## config.mk

```make
export PLATFORM = sky130hd
export DESIGN_NAME = lsu_mem_master_flat
export DESIGN_NICKNAME = d
export VERILOG_FILES = /design/src/rtl/lsu_mem_master_if.sv /design/src/rtl/lsu_mem_master.sv /design/src/flat_wrapper.sv
export SDC_FILE = /design/constraint.sdc
export NUM_CORES = 1
export LEC_CHECK = 0
export CAP_MARGIN = 30
export CORE_MARGIN = 3
export CORE_UTILIZATION = 49
export DETAILED_ROUTE_END_ITERATION = 16
export PLACE_DENSITY = 0.93
export SLEW_MARGIN = 20
export SYNTH_ARGS = -nofsm -noshare
export SYNTH_HDL_FRONTEND = slang
export SYNTH_SLANG_ARGS = --single-unit
```

## constraint.sdc

```tcl
create_clock -name clk -period 2.87 [get_ports clk]
set_input_delay 0.574 -clock clk [delete_from_list [all_inputs] [get_ports clk]]
set_output_delay 0.574 -clock clk [all_outputs]
set_load 0.005 [all_outputs]
```

## src/rtl/lsu_mem_master_if.sv

```systemverilog
// lsu_mem_master_if
//   Bundles the request/response handshake between the execute stage and the
//   load/store unit, together with the word-memory strobes the unit drives.
//
//   Request  : req_valid, req_ready, req_we, req_funct3, req_addr, req_wdata
//   Response : resp_valid, resp_rdata, resp_err
//   Memory   : mem_addrs, mem_read, mem_write, write_data, read_data
//
//   modport master : the load/store unit (drives ready/response/memory strobes)
//   modport slave  : the surrounding system (drives requests and read data)
interface lsu_mem_master_if;
  logic        req_valid;
  logic        req_ready;
  logic        req_we;
  logic [2:0]  req_funct3;
  logic [31:0] req_addr;
  logic [31:0] req_wdata;
  logic        resp_valid;
  logic [31:0] resp_rdata;
  logic        resp_err;
  logic [9:0]  mem_addrs;
  logic        mem_read;
  logic        mem_write;
  logic [31:0] write_data;
  logic [31:0] read_data;

  modport master (
    input  req_valid, req_we, req_funct3, req_addr, req_wdata, read_data,
    output req_ready, resp_valid, resp_rdata, resp_err,
           mem_addrs, mem_read, mem_write, write_data
  );

  modport slave (
    output req_valid, req_we, req_funct3, req_addr, req_wdata, read_data,
    input  req_ready, resp_valid, resp_rdata, resp_err,
           mem_addrs, mem_read, mem_write, write_data
  );
endinterface

```

## src/rtl/lsu_mem_master.sv

```systemverilog
// lsu_mem_master
//   Load/store initiator between the execute stage and a single-port word
//   memory (10-bit word address, combinational read, synchronous write).
//   Accepts one byte/half/word access at a time, performs read-modify-write
//   for SB/SH, and returns sign/zero-extended load data with a one-cycle
//   response pulse.
//
//   Ports:
//     clk   : sole clock, rising edge
//     rst_n : synchronous, active-low reset
//     bus   : lsu_mem_master_if.master (request, response and memory strobes)
//
//   Optional feature:
//     LSU_BOUNDS_CHECK_EN : when defined, any req_addr[31:12] != 0 is an
//                           error; otherwise addresses alias modulo 4 KiB.
module lsu_mem_master (
  input logic              clk,
  input logic              rst_n,
  lsu_mem_master_if.master bus
);

  typedef enum logic [1:0] {IDLE, READ, WRITE, RESP} state_t;

  state_t      state_reg, state_next;

  logic        we_reg;
  logic [2:0]  funct3_reg;
  logic [1:0]  addr_lo_reg;
  logic [15:0] wdata_reg;        // only the low half is ever merged
  logic [9:0]  mem_addrs_reg;
  logic [31:0] write_data_reg;
  logic [31:0] resp_rdata_reg;
  logic        resp_err_reg;

  logic        accept;
  logic        funct3_ok;
  logic        misaligned;
  logic        out_of_range;
  logic        req_err;
  logic        req_is_sw;
  logic [7:0]  load_byte;
  logic [15:0] load_half;
  logic [31:0] load_ext;
  logic [31:0] merged;

  // ---------------------------------------------------------------------------
  // Request decode (evaluated on the live request in IDLE)
  // ---------------------------------------------------------------------------
  assign accept = bus.req_valid && (state_reg == IDLE);

  always_comb begin
    funct3_ok = 1'b0;
    if (bus.req_we) begin
      funct3_ok = (bus.req_funct3 == 3'b000) || (bus.req_funct3 == 3'b001) ||
                  (bus.req_funct3 == 3'b010);
    end else begin
      case (bus.req_funct3)
        3'b000, 3'b001, 3'b010, 3'b100, 3'b101: funct3_ok = 1'b1;
        default:                                funct3_ok = 1'b0;
      endcase
    end
  end

  // funct3[1:0] encodes size for every legal code; illegal codes are already
  // flagged, so their alignment result does not matter.
  assign misaligned = ((bus.req_funct3[1:0] == 2'b01) && bus.req_addr[0]) ||
                      ((bus.req_funct3[1:0] == 2'b10) && (bus.req_addr[1:0] != 2'b00));

`ifdef LSU_BOUNDS_CHECK_EN
  assign out_of_range = (bus.req_addr[31:12] != 20'd0);
`else
  // Upper address bits alias onto the 4 KiB window.
  logic unused_addr_hi;
  assign unused_addr_hi = ^bus.req_addr[31:12];
  assign out_of_range   = 1'b0;
`endif

  assign req_err   = !funct3_ok || misaligned || out_of_range;
  assign req_is_sw = bus.req_we && (bus.req_funct3 == 3'b010);

  // ---------------------------------------------------------------------------
  // Load extraction from the word presented during READ
  // ---------------------------------------------------------------------------
  assign load_byte = bus.read_data[{addr_lo_reg, 3'b000} +: 8];
  assign load_half = bus.read_data[{addr_lo_reg[1], 4'b0000} +: 16];

  always_comb begin
    case (funct3_reg)
      3'b000:  load_ext = {{24{load_byte[7]}}, load_byte};
      3'b100:  load_ext = {24'd0, load_byte};
      3'b001:  load_ext = {{16{load_half[15]}}, load_half};
      3'b101:  load_ext = {16'd0, load_half};
      default: load_ext = bus.read_data;
    endcase
  end

  // ---------------------------------------------------------------------------
  // Sub-word store merge: each byte lane takes new data when it is selected
  // by the byte (SB) or half (SH) lane of the address, else keeps memory data.
  // ---------------------------------------------------------------------------
  genvar gi;
  generate
    for (gi = 0; gi < 4; gi++) begin : g_lane
      localparam logic [1:0] LANE = 2'(gi);
      logic       lane_en;
      logic [7:0] lane_src;

      assign lane_en  = (funct3_reg[1:0] == 2'b00) ? (addr_lo_reg == LANE)
                                                   : (addr_lo_reg[1] == LANE[1]);
      assign lane_src = (funct3_reg[1:0] == 2'b00) ? wdata_reg[7:0]
                                                   : wdata_reg[8*(gi%2) +: 8];
      assign merged[8*gi +: 8] = lane_en ? lane_src : bus.read_data[8*gi +: 8];
    end
  endgenerate

  // ---------------------------------------------------------------------------
  // FSM: state register
  // ---------------------------------------------------------------------------
  always_ff @(posedge clk) begin
    if (!rst_n) begin
      state_reg <= IDLE;
    end else begin
      state_reg <= state_next;
    end
  end

  // ---------------------------------------------------------------------------
  // FSM: next state and strobes
  // ---------------------------------------------------------------------------
  always_comb begin
    state_next     = state_reg;
    bus.req_ready  = 1'b0;
    bus.mem_read   = 1'b0;
    bus.mem_write  = 1'b0;
    bus.resp_valid = 1'b0;
    case (state_reg)
      IDLE: begin
        bus.req_ready = 1'b1;
        if (accept) begin
          if (req_err)        state_next = RESP;
          else if (req_is_sw) state_next = WRITE;
          else                state_next = READ;
        end
      end
      READ: begin
        bus.mem_read = 1'b1;
        state_next   = we_reg ? WRITE : RESP;
      end
      WRITE: begin
        // Gated by reset so an abort never commits a write at the reset edge.
        bus.mem_write = rst_n;
        state_next    = RESP;
      end
      RESP: begin
        bus.resp_valid = 1'b1;
        state_next     = IDLE;
      end
      default: state_next = IDLE;
    endcase
  end

  // ---------------------------------------------------------------------------
  // Datapath registers
  // ---------------------------------------------------------------------------
  always_ff @(posedge clk) begin
    if (!rst_n) begin
      we_reg         <= 1'b0;
      funct3_reg     <= 3'd0;
      addr_lo_reg    <= 2'd0;
      wdata_reg      <= 16'd0;
      mem_addrs_reg  <= 10'd0;
      write_data_reg <= 32'd0;
      resp_rdata_reg <= 32'd0;
      resp_err_reg   <= 1'b0;
    end else begin
      case (state_reg)
        IDLE: begin
          if (accept) begin
            we_reg        <= bus.req_we;
            funct3_reg    <= bus.req_funct3;
            addr_lo_reg   <= bus.req_addr[1:0];
            wdata_reg     <= bus.req_wdata[15:0];
            mem_addrs_reg <= bus.req_addr[11:2];
            if (req_err) begin
              resp_rdata_reg <= 32'd0;
              resp_err_reg   <= 1'b1;
            end else if (req_is_sw) begin
              write_data_reg <= bus.req_wdata;
            end
          end
        end
        READ: begin
          if (we_reg) begin
            write_data_reg <= merged;
          end else begin
            resp_rdata_reg <= load_ext;
            resp_err_reg   <= 1'b0;
          end
        end
        WRITE: begin
          resp_rdata_reg <= 32'd0;
          resp_err_reg   <= 1'b0;
        end
        default: ;
      endcase
    end
  end

  assign bus.mem_addrs  = mem_addrs_reg;
  assign bus.write_data = write_data_reg;
  assign bus.resp_rdata = resp_rdata_reg;
  assign bus.resp_err   = resp_err_reg;

endmodule

```

## src/flat_wrapper.sv

```systemverilog
// flat-port wrapper written by rule: the top's interface ports become plain ports
module lsu_mem_master_flat 
  (clk, rst_n, bus_req_valid, bus_req_we, bus_req_funct3, bus_req_addr, bus_req_wdata, bus_read_data, bus_req_ready, bus_resp_valid, bus_resp_rdata, bus_resp_err, bus_mem_addrs, bus_mem_read, bus_mem_write, bus_write_data);
  lsu_mem_master_if bus_i ();
  input logic clk;
  input logic rst_n;
  input wire logic [$bits(bus_i.req_valid)-1:0] bus_req_valid;
  input wire logic [$bits(bus_i.req_we)-1:0] bus_req_we;
  input wire logic [$bits(bus_i.req_funct3)-1:0] bus_req_funct3;
  input wire logic [$bits(bus_i.req_addr)-1:0] bus_req_addr;
  input wire logic [$bits(bus_i.req_wdata)-1:0] bus_req_wdata;
  input wire logic [$bits(bus_i.read_data)-1:0] bus_read_data;
  output wire logic [$bits(bus_i.req_ready)-1:0] bus_req_ready;
  output wire logic [$bits(bus_i.resp_valid)-1:0] bus_resp_valid;
  output wire logic [$bits(bus_i.resp_rdata)-1:0] bus_resp_rdata;
  output wire logic [$bits(bus_i.resp_err)-1:0] bus_resp_err;
  output wire logic [$bits(bus_i.mem_addrs)-1:0] bus_mem_addrs;
  output wire logic [$bits(bus_i.mem_read)-1:0] bus_mem_read;
  output wire logic [$bits(bus_i.mem_write)-1:0] bus_mem_write;
  output wire logic [$bits(bus_i.write_data)-1:0] bus_write_data;
  assign bus_i.req_valid = bus_req_valid;
  assign bus_i.req_we = bus_req_we;
  assign bus_i.req_funct3 = bus_req_funct3;
  assign bus_i.req_addr = bus_req_addr;
  assign bus_i.req_wdata = bus_req_wdata;
  assign bus_i.read_data = bus_read_data;
  assign bus_req_ready = bus_i.req_ready;
  assign bus_resp_valid = bus_i.resp_valid;
  assign bus_resp_rdata = bus_i.resp_rdata;
  assign bus_resp_err = bus_i.resp_err;
  assign bus_mem_addrs = bus_i.mem_addrs;
  assign bus_mem_read = bus_i.mem_read;
  assign bus_mem_write = bus_i.mem_write;
  assign bus_write_data = bus_i.write_data;
  lsu_mem_master u_core (.clk(clk), .rst_n(rst_n), .bus(bus_i));
endmodule
```

Word-level counts from Yosys, hierarchy flattened
Cells that the tools add are included.

storage, ports and cells
  register bits after elaboration = 99
  input port bits = 103
  output and inout bits = 79
  logic and storage cells = 88

cells by class
  equality and inequality tests = 21
  shift-type cells = 2
  multiplexer cells = 34
  bitwise logic cells = 1
  reduce and logical (&&, ||, !) cells = 21

operators with widths
  operator                                        count
  two-way mux 32 bit                              7
  case mux 32 bit (4 select lines)                1
  case mux 32 bit (3 select lines)                1
  case mux 32 bit (2 select lines)                1
  two-way mux 8 bit                               5
  variable part select 32 x 6 -> 16 bit           1
  variable part select 32 x 6 -> 8 bit            1
  two-way mux 1 bit                               14
  == test 3 bit (second input constant)           4
  == test 2 bit (second input constant)           5
  != test 2 x 1 -> 1 bit (second input constant)  4
  case mux 2 bit (4 select lines)                 1
  == test 2 x 1 -> 1 bit (second input constant)  3
  == test 3 x 1 -> 1 bit (second input constant)  2
  zero test 2 bit                                 3
  zero test 3 bit                                 2
  two-way mux 2 bit                               3
  AND reduction 5 bit                             1
  OR reduction 5 bit                              1
  logical AND 1 bit                               4
  logical OR 1 bit                                4
  != test 2 bit (second input constant)           2
  AND reduction 4 bit                             1
  nonzero test 2 bit                              2
  other kinds (6)                                 6

Depth between registers and ports, before layout
  depth after elaboration = 9
  depth in mapped cells = 9
  mapped depth without buffers = 6

Worst setup path before layout
Ideal clock, no wire load.

  kind = in2out
  from = input rst_n
  to = output bus_mem_write
  arrival time = 1.518 ns
  required time = 2.296 ns
  slack = 0.778 ns
  stages = 4
  cells stage by stage = clkbuf_1 clkbuf_1 clkbuf_1 and2_1

on the way
  longest elaborated chain between the ends = 1

ends and longest elaborated chain
  what                RTL line               source
  start: declaration  flat_wrapper.sv:6      input logic rst_n;
  two-way mux 1 bit   lsu_mem_master.sv:136  case (state_reg)
  end: declaration    flat_wrapper.sv:19     output wire logic [$bits(bus_i.mem_write)-1:0] bus_mem_write;

Every way passes these cells.

Worst setup path in the final report
  from = register u_core.funct3_reg[0]
  to = register u_core.write_data_reg[28] (netlist: u_core.bus.write_data[28])

on the way
  longest elaborated chain between the ends = 5
  elaborated cells between the ends (all ways) = 6
  classes of those cells = mux: 5; reduce/logical: 1

ends and longest elaborated chain
  what                                                    RTL line                                      source
  start: declaration                                      lsu_mem_master.sv:27                          logic [2:0] funct3_reg;
  start signal: assignment                                lsu_mem_master.sv:180                         funct3_reg <= bus.req_funct3;
  zero test 2 bit *                                       lsu_mem_master.sv:108, lsu_mem_master.sv:110
  two-way mux 8 bit or two-way mux 1 bit (tied branches)  lsu_mem_master.sv:110, lsu_mem_master.sv:108
  two-way mux 8 bit *                                     lsu_mem_master.sv:112                         assign merged[8*gi +: 8] = lane_en ? lane_src : bus.read_data[8*gi +: 8];
  two-way mux 32 bit *                                    lsu_mem_master.sv:193                         if (we_reg) begin
  case mux 32 bit (2 select lines) *                      lsu_mem_master.sv:176                         case (state_reg)
  end signal: assignment                                  lsu_mem_master.sv:188                         write_data_reg <= bus.req_wdata;
  end signal: assignment                                  lsu_mem_master.sv:194                         write_data_reg <= merged;
  end: declaration                                        lsu_mem_master.sv:31                          logic [31:0] write_data_reg;

Every way passes the cells marked *; elsewhere a longest branch is shown, timed or not. The select of a mux whose other input is x is not followed.
A chain may end at the register's enable or synchronous reset.

==> impl_metrics.py <==
metrics = {
    "run_status": {
        "status": "finished clean",
    },
    "critical_path": {
        "worstSetupPathType": "reg2reg",
        "cp.arrival_ns": 2.69,
        "reg2reg_to": "u_core.bus.write_data[28]$_SDFFE_PN0P_",
        "crit_family": "compound AO/OA/AOI/OAI gates",
        "slowest_stage": "dfxtp_1",
        "reg2reg_from": "u_core.funct3_reg[0]$_SDFFE_PN0P_",
        "startpoint_type": "flop",
        "reg2regPathDepth": 4,
        "cpPeakStageDelay_ns": 0.77,
        "r2r_slack_ns": 0.44,
        "cp_max_fo": 20,
        "cp-end-kind": "flop",
        "cp.required_ns": 3.13,
        "worstPathCellList": "or2_1 -> o21ai_1 -> a221o_1 -> a32o_1",
        "setup.worst_path.start": "u_core.funct3_reg[0]$_SDFFE_PN0P_",
        "crit_buf_inv": 0,
    },
    "detailed_routing": {
        "ant_nets": 0,
        "drt_wl_total_um": 17800,
        "dr.first_iter.drc_count": 697,
        "first_pass_iters": 5,
        "wl_per_cell_um": 20.3,
        "vias": 5692,
        "drcViolationCount": 0,
        "vias_per_cell": 6.51,
    },
    "clock_network": {
        "h-tree-depth": 3,
        "postCtsSetupBuffers": 0,
        "cts_resized": 0,
        "cts_tree": "yes",
        "cts-root-to-sink-buffers": 2,
        "cts_hold_buf": 0,
        "numCtsBuffers": 9,
        "root_buffer": "clkbuf_8",
        "clkTransAtPathRegs_ns": 0.10,
        "numClockSinks": 99,
        "insertion_delay_ns": 0.36,
    },
    "hold_path": {
        "hold_path_startpoint": "u_core.bus.resp_rdata[29]$_SDFFE_PN0P_",
        "hp-class": "reg2reg",
        "hold-path-cell-count": 2,
        "whs_endpoint": "u_core.bus.resp_rdata[29]$_SDFFE_PN0P_",
    },
    "die": {
        "core_area_sq_mm": 0.0100,
        "fp.dieArea_sq_mm": 0.0118,
        "initial_core_util_pct": 51.5,
        "row_count": 36,
        "pin_count": 182,
        "die-height_um": 108,
        "die_w_um": 108,
    },
    "yosys": {
        "synth_area_leaders": "dfxtp_1 (39%), nand2_1 (7.2%), o2bb2ai_1 (5.4%)",
        "yosysWarningCount": 0,
        "synth_ff_type": "dfxtp_1",
        "synth_edf_count": 0,
        "netlist_area_sq_mm": 0.00515,
        "synth_top_area_share_pct": 38.5,
        "yosysTopAreaCell": "dfxtp_1",
        "ys_seq_area_share_pct": 38.5,
        "async_flop_share_pct": 0,
        "syn_inst": 610,
        "synth.distinct_cells": 51,
        "synth_common_cells": "dfxtp_1 (99), nand2_1 (99), a21oi_1 (43), clkbuf_1 (41), o2bb2ai_1 (32)",
        "postSynthNetCount": 717,
        "syn_avg_cell_area_sq_um": 8.44,
        "synth.ff_latch_count": 99,
    },
    "sta": {
        "setup_viol": 0,
        "max_freq_mhz": 412,
        "fin_setup_tns_ns": 0,
        "slew_headroom_pct": 52.3,
        "drv_slew": 0,
        "hold_viol": 0,
        "rsz0062_at_grt": "no",
        "fin_hold_ws_ns": 0.458,
        "fin_crit_ns": 2.43,
        "worst_slew_pin_slew_ns": 0.715,
        "min_period_over_period_pct": 84.7,
        "fin_worst_skew_ns": 0.0135,
    },
    "layout": {
        "seq_area_sq_mm": 0.00198,
        "final_core_util_pct": 70.0,
        "fill_cells": 775,
        "num_antenna_cells": 0,
        "multi_input_area_sq_mm": 0.00279,
        "area_growth_pct": 36.0,
        "drive_above_1_share_pct": 5.39,
        "fin_nets": 845,
        "fin_area_sq_mm": 0.00700,
    },
    "global_route": {
        "gr-total-overflow": 0,
        "grt_pass1_wl_um": 28000,
        "grt_max_degree": 46,
        "grt_pass1_vias": 5421,
        "gr-usage-all-layers_pct": 29.7,
        "antenna_found_initial": 0,
    },
    "placed_design": {
        "io_buffers": 161,
        "dpl_cell_area_sq_mm": 0.00682,
        "dp_hpwl_um": 13100,
        "routabilityCongestion": 0.958,
    },
    "power": {
        "ir_worst_vdd_mv": 0.451,
        "p_per_area_mw_per_mm2": 794,
        "p_leak_nw": 2.38,
    },
    "job": {
        "cap_viol_max_count": 0,
    },
}
worst register-to-register path: stages, from the launching register on:
cell and delay, ns:
dfxtp_1 0.77, or2_1 0.54, o21ai_1 0.34, a221o_1 0.45, a32o_1 0.21
placed cells by master, fill, tap and decap left out, types with 7 or more instances in the layout:
| cell | instances |
|---|---|
| o311ai_0 | 8 |
| o2bb2ai_1 | 32 |
| buf_4 | 17 |
| mux2i_1 | 9 |
| a221o_1 | 7 |
| o311a_1 | 8 |
| a21oi_1 | 43 |
| inv_1 | 31 |
| o21ai_0 | 27 |
| clkbuf_8 | 9 |
| nand2_1 | 99 |
| a22oi_1 | 7 |
| o221ai_1 | 8 |
| nor2_1 | 8 |
| nand2b_1 | 7 |
| a22o_1 | 23 |
| a221oi_1 | 11 |
| o21bai_1 | 8 |
| nor2b_1 | 17 |
| nor3_1 | 8 |
| o211ai_1 | 9 |
| dfxtp_1 | 99 |
| o32ai_1 | 16 |
| a32o_1 | 23 |
| clkdlybuf4s50_1 | 161 |
worst max path at each step:
stage          slack [ns]  cells past startpoint                                      to
4_1_cts              0.34                      5  u_core.bus.resp_rdata[27]$_SDFFE_PN0P_
2_1_floorplan        0.78                      4                           bus_mem_write
3_3_place_gp         0.19                      5  u_core.bus.resp_rdata[17]$_SDFFE_PN0P_
3_5_place_dp        -0.05                      5  u_core.bus.resp_rdata[23]$_SDFFE_PN0P_
6_report             0.44                      4  u_core.bus.write_data[28]$_SDFFE_PN0P_
5_1_grt              0.33                      4  u_core.bus.write_data[29]$_SDFFE_PN0P_
cells by family after synthesis:
| group | Yosys count | share of synthesized area, % |
|---|---|---|
| AO/OA/AOI/OAI | 244 | 36.5 |
| AND/OR/NAND/NOR | 158 | 14.3 |
| flip-flops | 99 | 38.5 |
| buffers and inverters | 95 | 7.51 |
| multiplexers | 10 | 2.19 |
| adder cells (fa/ha/maj) | 4 | 0.972 |
layout make-up:
cell class | instances | share of cell area (%)
repair buffers | 179 | 25.1
clock buffers | 10 | 1.82
inverters | 33 | 1.77
clock inverters | 5 | 0.786
well taps | 133 | 2.38
multi-input cells | 416 | 39.8
flip-flops and latches | 99 | 28.3
metal layers:
metal	global-route usage (%)	wire length, um	vias up
met2	47.4	8020	447
met3	6.39	2100	83
met1	39.4	6930	2617
met5	0	0	-
met4	11.6	716	0
li1	-	-	2545
report_power, final:
part,internal (mW),switching (mW),leakage (nW)
clock network,0.396,0.486,0.0881
logic,1.25,1.50,1.49
registers,1.69,0.243,0.807
stage by stage:
step | cells | total power [mW] | worst slack (ns)
finish | 875 | 5.56 | 0.440
global route | 875 | 5.88 | 0.335
CTS | 875 | 5.51 | 0.341
detailed placement | 860 | 4.63 | -0.0496
global placement | 860 | 4.52 | 0.194
floorplan | 610 | 3.49 | 0.778
Note: power is estimated with default switching activity, not from simulation.
